`config.mk`:
```
export PLATFORM = sky130hd
export DESIGN_NAME = tpu_batch_sequencer
export DESIGN_NICKNAME = d
export VERILOG_FILES = /design/src/rtl/tpu_seq_pkg.sv /design/src/rtl/tpu_seq_ctrl_edge.sv /design/src/rtl/tpu_batch_sequencer.sv
export SDC_FILE = /design/constraint.sdc
export NUM_CORES = 1
export LEC_CHECK = 0
export ABC_CLOCK_PERIOD_IN_PS = 5020
export BUFFER_PORTS_ARGS = -buffer_cell sky130_fd_sc_hd__buf_2
export CAP_MARGIN = 10
export CORE_MARGIN = 2
export CORE_UTILIZATION = 58
export CTS_CLUSTER_SIZE = 24
export DETAILED_ROUTE_END_ITERATION = 7
export GPL_TIMING_DRIVEN = 0
export PLACE_DENSITY = 0.9
export REMOVE_ABC_BUFFERS = 1
export SLEW_MARGIN = 20
export SYNTH_ARGS = -nofsm -noshare
export SYNTH_HDL_FRONTEND = slang
export SYNTH_SLANG_ARGS = --single-unit
```
`constraint.sdc`:
```
create_clock -name clk_clk -period 5.02 [get_ports clk_clk]
set_input_delay 1.004 -clock clk_clk [delete_from_list [all_inputs] [get_ports clk_clk]]
set_output_delay 1.004 -clock clk_clk [all_outputs]
set_load 0.01 [all_outputs]
```
`src/rtl/tpu_seq_pkg.sv`:
```
// Shared types and constants for the TPU batch sequencer: FSM states,
// status/ctrl bit positions and default thresholds.
package tpu_seq_pkg;

  typedef enum logic [1:0] {
    S_IDLE  = 2'd0,
    S_ISSUE = 2'd1,
    S_WAIT  = 2'd2,
    S_DONE  = 2'd3
  } state_t;

  localparam int ST_BUSY   = 0;
  localparam int ST_DONE   = 1;
  localparam int ST_ABORT  = 2;
  localparam int ST_TMO    = 3;
  localparam int ST_LUTREJ = 4;
  localparam int ST_STALL  = 5;

  localparam int CTRL_START = 0;
  localparam int CTRL_LUT   = 1;
  localparam int CTRL_ABORT = 7;

  localparam int FIFO_HI_DEF     = 1000;
  localparam int TIMEOUT_CYC_DEF = 65535;

  function automatic logic [9:0] sat_inc(input logic [9:0] v);
    return (v == 10'h3FF) ? v : v + 10'd1;
  endfunction

endpackage

```
`src/rtl/tpu_seq_ctrl_edge.sv`:
```
// Registers the software control word once and derives the start edge,
// LUT-write toggle and abort level from the registered copy.
module tpu_seq_ctrl_edge
  import tpu_seq_pkg::*;
(
  input  logic       clk,
  input  logic       rst_n,
  input  logic [7:0] ctrl,
  output logic       start,
  output logic       lut_tog,
  output logic       abort
);

  logic [2:0] cur;
  logic [1:0] prv;
  logic       unused_ctrl;

  assign unused_ctrl = ^ctrl[6:2];

  always_ff @(posedge clk or negedge rst_n) begin
    if (!rst_n) begin
      cur <= '0;
      prv <= '0;
    end else begin
      cur <= {ctrl[CTRL_ABORT], ctrl[CTRL_LUT], ctrl[CTRL_START]};
      prv <= cur[1:0];
    end
  end

  assign start   = cur[0] & ~prv[0];
  assign lut_tog = cur[1] ^ prv[1];
  assign abort   = cur[2];

endmodule

```
`src/rtl/tpu_batch_sequencer.sv`:
```
// Batch sequencer: issues batnum x prodnum TPU products with FIFO backpressure,
// per-product timeout, abort, ECC result counting and LUT write forwarding.
module tpu_batch_sequencer
  import tpu_seq_pkg::*;
#(
  parameter int FIFO_HI     = FIFO_HI_DEF,
  parameter int TIMEOUT_CYC = TIMEOUT_CYC_DEF
)(
  input  logic        clk_clk,
  input  logic        reset_reset_n,
  input  logic [7:0]  ctrl,
  input  logic [9:0]  batnum,
  input  logic [9:0]  prodnum,
  input  logic [10:0] lut_adr,
  input  logic [31:0] lut_data,
  input  logic [9:0]  fifo_used,
  input  logic        tpu_done,
  input  logic [2:0]  ec_flags,
  output logic        lut_wr_en,
  output logic [10:0] lut_wr_adr,
  output logic [31:0] lut_wr_data,
  output logic        tpu_start,
  output logic        busy,
  output logic [19:0] err_cnt,
  output logic [7:0]  status
);

  localparam int TW = $clog2(TIMEOUT_CYC + 1);

  state_t      state_q, state_d;
  logic        start, lut_tog, abort;
  logic [9:0]  batnum_q, prodnum_q, bat, prod;
  logic [9:0]  corr_cnt, uncorr_cnt;
  logic [TW-1:0] tmo;
  logic        done_f, abort_f, tmo_f, lut_rej;
  logic        stall, go, fire, take_done, tmo_exp, last_prod, last_bat;

  tpu_seq_ctrl_edge u_edge (
    .clk     (clk_clk),
    .rst_n   (reset_reset_n),
    .ctrl    (ctrl),
    .start   (start),
    .lut_tog (lut_tog),
    .abort   (abort)
  );

  assign stall     = (state_q == S_ISSUE) && (32'(fifo_used) >= FIFO_HI);
  assign last_prod = (prod + 10'd1) == prodnum_q;
  assign last_bat  = (bat + 10'd1) == batnum_q;

  always_comb begin
    state_d   = state_q;
    go        = 1'b0;
    fire      = 1'b0;
    take_done = 1'b0;
    tmo_exp   = 1'b0;
    case (state_q)
      S_IDLE: begin
        // start together with abort is treated as a glitch and dropped
        if (start && !abort) begin
          go      = 1'b1;
          state_d = (batnum == 10'd0 || prodnum == 10'd0) ? S_DONE : S_ISSUE;
        end
      end
      S_ISSUE: begin
        if (abort) state_d = S_IDLE;
        else if (!stall) begin
          fire    = 1'b1;
          state_d = S_WAIT;
        end
      end
      S_WAIT: begin
        if (abort) state_d = S_IDLE;
        else if (tpu_done) begin
          take_done = 1'b1;
          state_d   = (last_prod && last_bat) ? S_DONE : S_ISSUE;
        end else if (tmo == TW'(TIMEOUT_CYC - 1)) begin
          tmo_exp = 1'b1;
          state_d = S_DONE;
        end
      end
      default: state_d = S_IDLE;
    endcase
  end

  always_ff @(posedge clk_clk or negedge reset_reset_n) begin
    if (!reset_reset_n) begin
      state_q     <= S_IDLE;
      tpu_start   <= 1'b0;
      lut_wr_en   <= 1'b0;
      lut_wr_adr  <= '0;
      lut_wr_data <= '0;
      batnum_q    <= '0;
      prodnum_q   <= '0;
      bat         <= '0;
      prod        <= '0;
      corr_cnt    <= '0;
      uncorr_cnt  <= '0;
      tmo         <= '0;
      done_f      <= 1'b0;
      abort_f     <= 1'b0;
      tmo_f       <= 1'b0;
      lut_rej     <= 1'b0;
    end else begin
      state_q   <= state_d;
      tpu_start <= fire;
      lut_wr_en <= lut_tog && (state_q == S_IDLE);
      if (lut_tog && state_q == S_IDLE) begin
        lut_wr_adr  <= lut_adr;
        lut_wr_data <= lut_data;
      end
      if (go) begin
        batnum_q   <= batnum;
        prodnum_q  <= prodnum;
        bat        <= '0;
        prod       <= '0;
        corr_cnt   <= '0;
        uncorr_cnt <= '0;
        done_f     <= 1'b0;
        abort_f    <= 1'b0;
        tmo_f      <= 1'b0;
        lut_rej    <= 1'b0;
      end
      if (lut_tog && state_q != S_IDLE) lut_rej <= 1'b1;
      if (fire) tmo <= '0;
      else if (state_q == S_WAIT) tmo <= tmo + TW'(1);
      if (take_done) begin
        if (last_prod) begin
          prod <= '0;
          bat  <= bat + 10'd1;
        end else begin
          prod <= prod + 10'd1;
        end
        if (ec_flags[2])      uncorr_cnt <= sat_inc(uncorr_cnt);
        else if (ec_flags[1]) corr_cnt   <= sat_inc(corr_cnt);
      end
      if (abort && (state_q == S_ISSUE || state_q == S_WAIT)) abort_f <= 1'b1;
      if (tmo_exp) tmo_f <= 1'b1;
      // raise done on entry so it is already visible while in DONE
      if (state_d == S_DONE && state_q != S_DONE) done_f <= 1'b1;
    end
  end

  assign busy    = (state_q == S_ISSUE) || (state_q == S_WAIT);
  assign err_cnt = {uncorr_cnt, corr_cnt};
  assign status  = {state_q, stall, lut_rej, tmo_f, abort_f, done_f, busy};

endmodule

```
# Word level (Yosys, flattened, before mapping)
# Index checks and enable logic that the tools add are counted.
dict set report classes {
  n_eq_ne 11
  addsub 5
  n_bitwise 3
  n_reduce_logical 20
  n_mux 43
  n_lt_le_gt_ge 1
}
# cell n
set ops {}
lappend ops {{$mux W10} 15}
lappend ops {{$add A10 B1 Y10 const B} 4}
lappend ops {{$mux W16} 2}
lappend ops {{$eq A10 B10 Y1} 2}
lappend ops {{$eq A10 B10 Y1 const B} 2}
lappend ops {{$logic_not A10 Y1} 2}
lappend ops {{$mux W1} 17}
lappend ops {{$add A16 B1 Y16 const B} 1}
lappend ops {{$eq A16 B16 Y1 const B} 1}
lappend ops {{$mux W2} 8}
lappend ops {{$reduce_bool A2 Y1} 7}
lappend ops {{$ge A10 B10 Y1 const B} 1}
lappend ops {{$logic_and A1 B1 Y1} 7}
lappend ops {{$pmux W2 S3} 1}
lappend ops {{$eq A2 B2 Y1 const B} 2}
lappend ops {{$ne A4 B4 Y1 const B} 1}
lappend ops {{$ne A3 B3 Y1 const B} 1}
lappend ops {{$eq A2 B1 Y1 const B} 1}
lappend ops {{$logic_not A2 Y1} 1}
lappend ops {{$logic_or A1 B1 Y1} 2}
lappend ops {{$ne A2 B2 Y1 const B} 1}
lappend ops {{$and A1 B1 Y1} 1}
lappend ops {{$logic_not A1 Y1} 1}
lappend ops {{$not A1 Y1} 1}
lappend ops {{$xor A1 B1 Y1} 1}
dict set report totals {
  input_bits 87
  elab_cells 101
  regBits 132
}

# Depth between registers and ports, before layout
dict set report logic_depth {
  word_depth 10
  ltp_mapped 11
  depth_no_buf 9
}

# Modules after synthesis
# A second synthesis with hierarchy kept.
dict set report hier_totals {
  hier_cells 650
  area_unflattened_um2 6546.3
}
# mod seq_area_each_um2 cells_per_inst area_per_inst_um2 n_inst
set modules_own_cells {}
lappend modules_own_cells {tpu_batch_sequencer 3178.0 643 6406.1 1}
lappend modules_own_cells {tpu_seq_ctrl_edge 125.1 7 140.1 1}

# Worst setup path after synthesis
# No wires, ideal clock.
dict set report synth_path {
  kind {input -> register}
  start {in tpu_done}
  end {reg corr_cnt[5]}
  slack_ps 2582
  t_arrival_ps 2308
  stages 8
  setup_ps 130
  path_buffers 2
  cell_sequence {and3b_1 > clkbuf_1 > and2_0 > and4_1 > clkbuf_1 > a31oi_1 > o21ai_0 > o21ai_0}
}
dict set report synth_via {
  elab_chain_len 4
  word_cells_on_any_way 5
}
# item line_no
set synth_lines {}
lappend synth_lines {{start, declared} tpu_batch_sequencer.sv:17} ;# input logic tpu_done,
lappend synth_lines {{$mux W1 *} tpu_batch_sequencer.sv:74} ;# else if (tpu_done) begin
lappend synth_lines {{$mux W1 *} tpu_batch_sequencer.sv:73} ;# if (abort) state_d = S_IDLE;
lappend synth_lines {{$mux W1 *} tpu_batch_sequencer.sv:57} ;# case (state_q)
lappend synth_lines {{$ne A4 B4 Y1 (no source line) / $mux W10 (equally long branches)} n/a}
lappend synth_lines {{end signal, assigned} tpu_batch_sequencer.sv:135} ;# else if (ec_flags[1]) corr_cnt <= sat_inc(corr_cnt);
lappend synth_lines {{end, declared} tpu_batch_sequencer.sv:33} ;# logic [9:0] corr_cnt, uncorr_cnt;
# Mark *: on every way between the ends. The rest lies on a longest branch, timed or not.
# A chain may end at the register's enable or synchronous reset.

# Worst setup path in the final report
dict set report layout_path {
  start {reg prod[2]}
  end {reg bat[2]}
}
dict set report layout_via {
  elab_chain_len 4
}
# item line_no
set layout_lines {}
lappend layout_lines {{start, declared} tpu_batch_sequencer.sv:32} ;# logic [9:0] batnum_q, prodnum_q, bat, prod;
lappend layout_lines {{start signal, assigned} tpu_batch_sequencer.sv:132} ;# prod <= prod + 10'd1;
lappend layout_lines {{$add A10 B1 Y10} tpu_batch_sequencer.sv:48} ;# assign last_prod = (prod + 10'd1) == prodnum_q;
lappend layout_lines {{$eq A10 B10 Y1} tpu_batch_sequencer.sv:48}
lappend layout_lines {{$mux W10} tpu_batch_sequencer.sv:128} ;# if (last_prod) begin
lappend layout_lines {{$mux W10} tpu_batch_sequencer.sv:127} ;# if (take_done) begin
lappend layout_lines {{end signal, assigned} tpu_batch_sequencer.sv:130} ;# bat <= bat + 10'd1;
lappend layout_lines {{end, declared} tpu_batch_sequencer.sv:32}
# Every way passes these cells.

==> results_dict.tcl <==
set metrics [dict create \
    status "completed" \
    cts_root_buf "clkbuf_8" \
    synth_cell_types 54 \
    placed_area_um2 7196 \
    worst_path_max_delay_cell "or4_4" \
    cp_top_family "simple AND/OR/NAND/NOR gates" \
    chipHeight_um 108.9 \
    p_int_mw 2.553 \
    clkTransAtPathRegs_ps 60 \
    worstPathCellList "nand3_2 -> o21a_1 -> or4_4 -> a221oi_2 -> and3_1 -> or2_2 -> o21ai_0" \
    dp_hpwl_mm 9.981 \
    dpl_worst_slack_ps 2166 \
    power_density_nw_per_um2 505.6 \
    drive_above_1_share 0.2215 \
    n_antenna_cell 0 \
    max_stage_delay_ps 510 \
    overflow 0 \
    wire_per_inst_um 14.29 \
    final_nets 960 \
    critical_path_class "reg -> reg" \
    synth_cells 724 \
    swShare 0.3511 \
    ys_ff_latch 132 \
    worstPathArrival_ps 3280 \
    ir_drop_v 0.0003931 \
    place_inst 984 \
    cts_tree "done" \
    htreeDepth 4 \
    drc 0 \
    crit_fanout 13 \
    fin_cells 1016 \
    synthMostInstantiatedCell "nand2_1" \
    leakage_nw 3.993 \
    power_switching_mw 1.381 \
    setup_viol 0 \
    cts_setup_buffers 0 \
    p_clk_frac 0.307 \
    ant_nets 0 \
    viasPerCell 5.436 \
    num_vias 5523 \
    rsz0062_at_grt "no" \
    cp.buffers_inverters 0 \
    crit_required_ps 5410 \
    end_kind "register" \
    fillers 766 \
    synth.largest_area_cell "dfrtp_1" \
    setup_slack_ps 2130 \
    max_freq_ghz 0.3461 \
    io_buffers 151 \
    async_reset_ff_frac 1.000 \
    grt_pass1_vias 5228 \
    finalHoldViolations 0 \
    gp_congestion 0.8782 \
    clock_path_buffers 2 \
    synth_top_area_share 0.5179 \
    drt-initial-drc-count 349 \
    grt_pass1_wl_mm 24.01 \
    dieArea_um2 11850 \
    clock_latency_ps 520 \
    dr.pass1.iters 5 \
    comb_power_share 0.283 \
    syn_area_per_cell_um2 8.810 \
    setup_tns_ps 0 \
    totalWireLength_mm 14.52 \
    min_path_type "in -> async" \
    synth_common_cells "230 x nand2_1, 132 x dfrtp_1, 45 x nor2_1" \
    crit_path_start_kind "register" \
    coreArea_um2 10790 \
    drv_cap 0 \
    cts_resized 0 \
    pwr-share-seq 0.409 \
    yosysSeqAreaShare 0.5179 \
    hold_buffers 0 \
    initial_core_util 0.5910 \
    netlist_top_cells_area "dfrtp_1 52%, nand2_1 14%, o21ai_0 3.1%" \
    grt.total_usage 0.2587 \
    yosysWarnings 0 \
    slew_headroom 0.2929 \
    post-route-util 0.7211 \
    layout-area-overhead-vs-synth_pct 22.01 \
    grt_max_degree 96 \
    rows 38 \
    die_x_um 108.9 \
    final_max_slew_viol_count 0 \
    synth-edff-count 0 \
    antenna_found_initial 0 \
    final_area_um2 7782 \
    ios 161 \
    ys.flop_type "dfrtp_1" \
    post-route-period-util 0.5756 \
    netlist_area_um2 6379 \
    cts_buffers 17 \
    fin_skew_ps 14.50 \
    max_slew.worst_pin.slew_ps 1058 \
    clock_sinks 132 \
    min_period_ps 2890 \
]
## flip-flops by register name, summed over array words and instances, names as in the netlist
name         cells
batnum_q        10
abort_f          1
lut_wr_adr      11
done_f           1
u_edge.prv       2
prod            10
state_q          2
tpu_start        1
corr_cnt        10
lut_rej          1
prodnum_q       10
tmo_f            1
bat             10
lut_wr_data     32
lut_wr_en        1
uncorr_cnt      10
u_edge.cur       3
tmo             16
## routing by layer
| layer | share of wire | GRT usage | vias to the layer above | routed length [µm] |
|---|---|---|---|---|
| met5 | 0 | 0 | - | 0 |
| met4 | 0.022 | 0.08333 | 0 | 318 |
| met3 | 0.068 | 0.08428 | 36 | 981 |
| met2 | 0.48 | 0.4228 | 179 | 6942 |
| met1 | 0.43 | 0.3266 | 2616 | 6274 |
| li1 | - | - | 2692 | - |
## cell families after synthesis
logic type | share of synthesized area
and+or+nand+nor | 0.2576
DFF | 0.5179
AOI/OAI and AO/OA | 0.09455
buffers and inverters | 0.04021
xor gates and xnor gates | 0.05904
adders and majority gates | 0.01962
muxes | 0.01118
## power groups by stage
| stage | Combinational [mW] | Clock, mW | Sequential [mW] |
|---|---|---|---|
| after floorplan | 0.597 | 0 | 1.67 |
| after global placement | 1.08 | 0 | 1.60 |
| after detailed placement | 1.12 | 0 | 1.61 |
| after CTS | 1.13 | 1.23 | 1.61 |
| after global routing | 1.27 | 1.28 | 1.65 |
| final | 1.12 | 1.21 | 1.61 |
## layout by cell type, fill, tap and decap left out, types with 4 or more instances in the layout
cell type,netlist,layout
o211ai_1,5,5
inv_1,26,26
nor3_1,10,10
a31oi_1,7,7
xnor2_1,21,21
nand2_1,230,229
dfrtp_1,132,132
nor4_1,9,9
inv_6,0,6
buf_2,3,150
and3_1,6,6
and4_1,6,6
nand4_1,10,10
nor2_1,45,44
nand3_1,30,30
clkbuf_16,0,16
a21oi_1,20,20
a21o_1,6,6
ha_1,10,10
nor2b_1,6,6
mux2i_1,6,6
nand2b_1,4,4
or3_1,6,6
xor2_1,22,22
o21ai_0,40,40
## through the flow
stage,hold slack [ps],power (mW)
2_1_floorplan,346.3,2.269
3_3_place_gp,362.6,2.679
3_5_place_dp,361.0,2.728
4_1_cts,342.3,3.960
5_1_grt,355.9,4.200
6_report,346.5,3.935
## final cells by class
type / count / area (µm²) / share of cell area
clock buffers: 17 / 414.1 / 0.05322
clock inverters: 15 / 170.2 / 0.02186
inverters: 27 / 102.6 / 0.01318
multi-input cells: 533 / 2824 / 0.3629
flip-flops and latches: 132 / 3303 / 0.4244
well taps: 140 / 175.2 / 0.02251
repair buffers: 152 / 793.3 / 0.1019
## worst paths after layout
check	from	cells past startpoint	slack, ps	to
max	prod[2]	7	2130	bat[2]
min	reset_reset_n	1	350	prodnum_q[9]
max reg2reg	prod[2]	7	2130	bat[2]
min reg2reg	u_edge.cur[0]	0	380	u_edge.prv[0]
max in group asynchronous	reset_reset_n	2	3920	prod[1]
min in group clk_clk	u_edge.cur[0]	0	380	u_edge.prv[0]
Power figures use the tool's default switching activity.
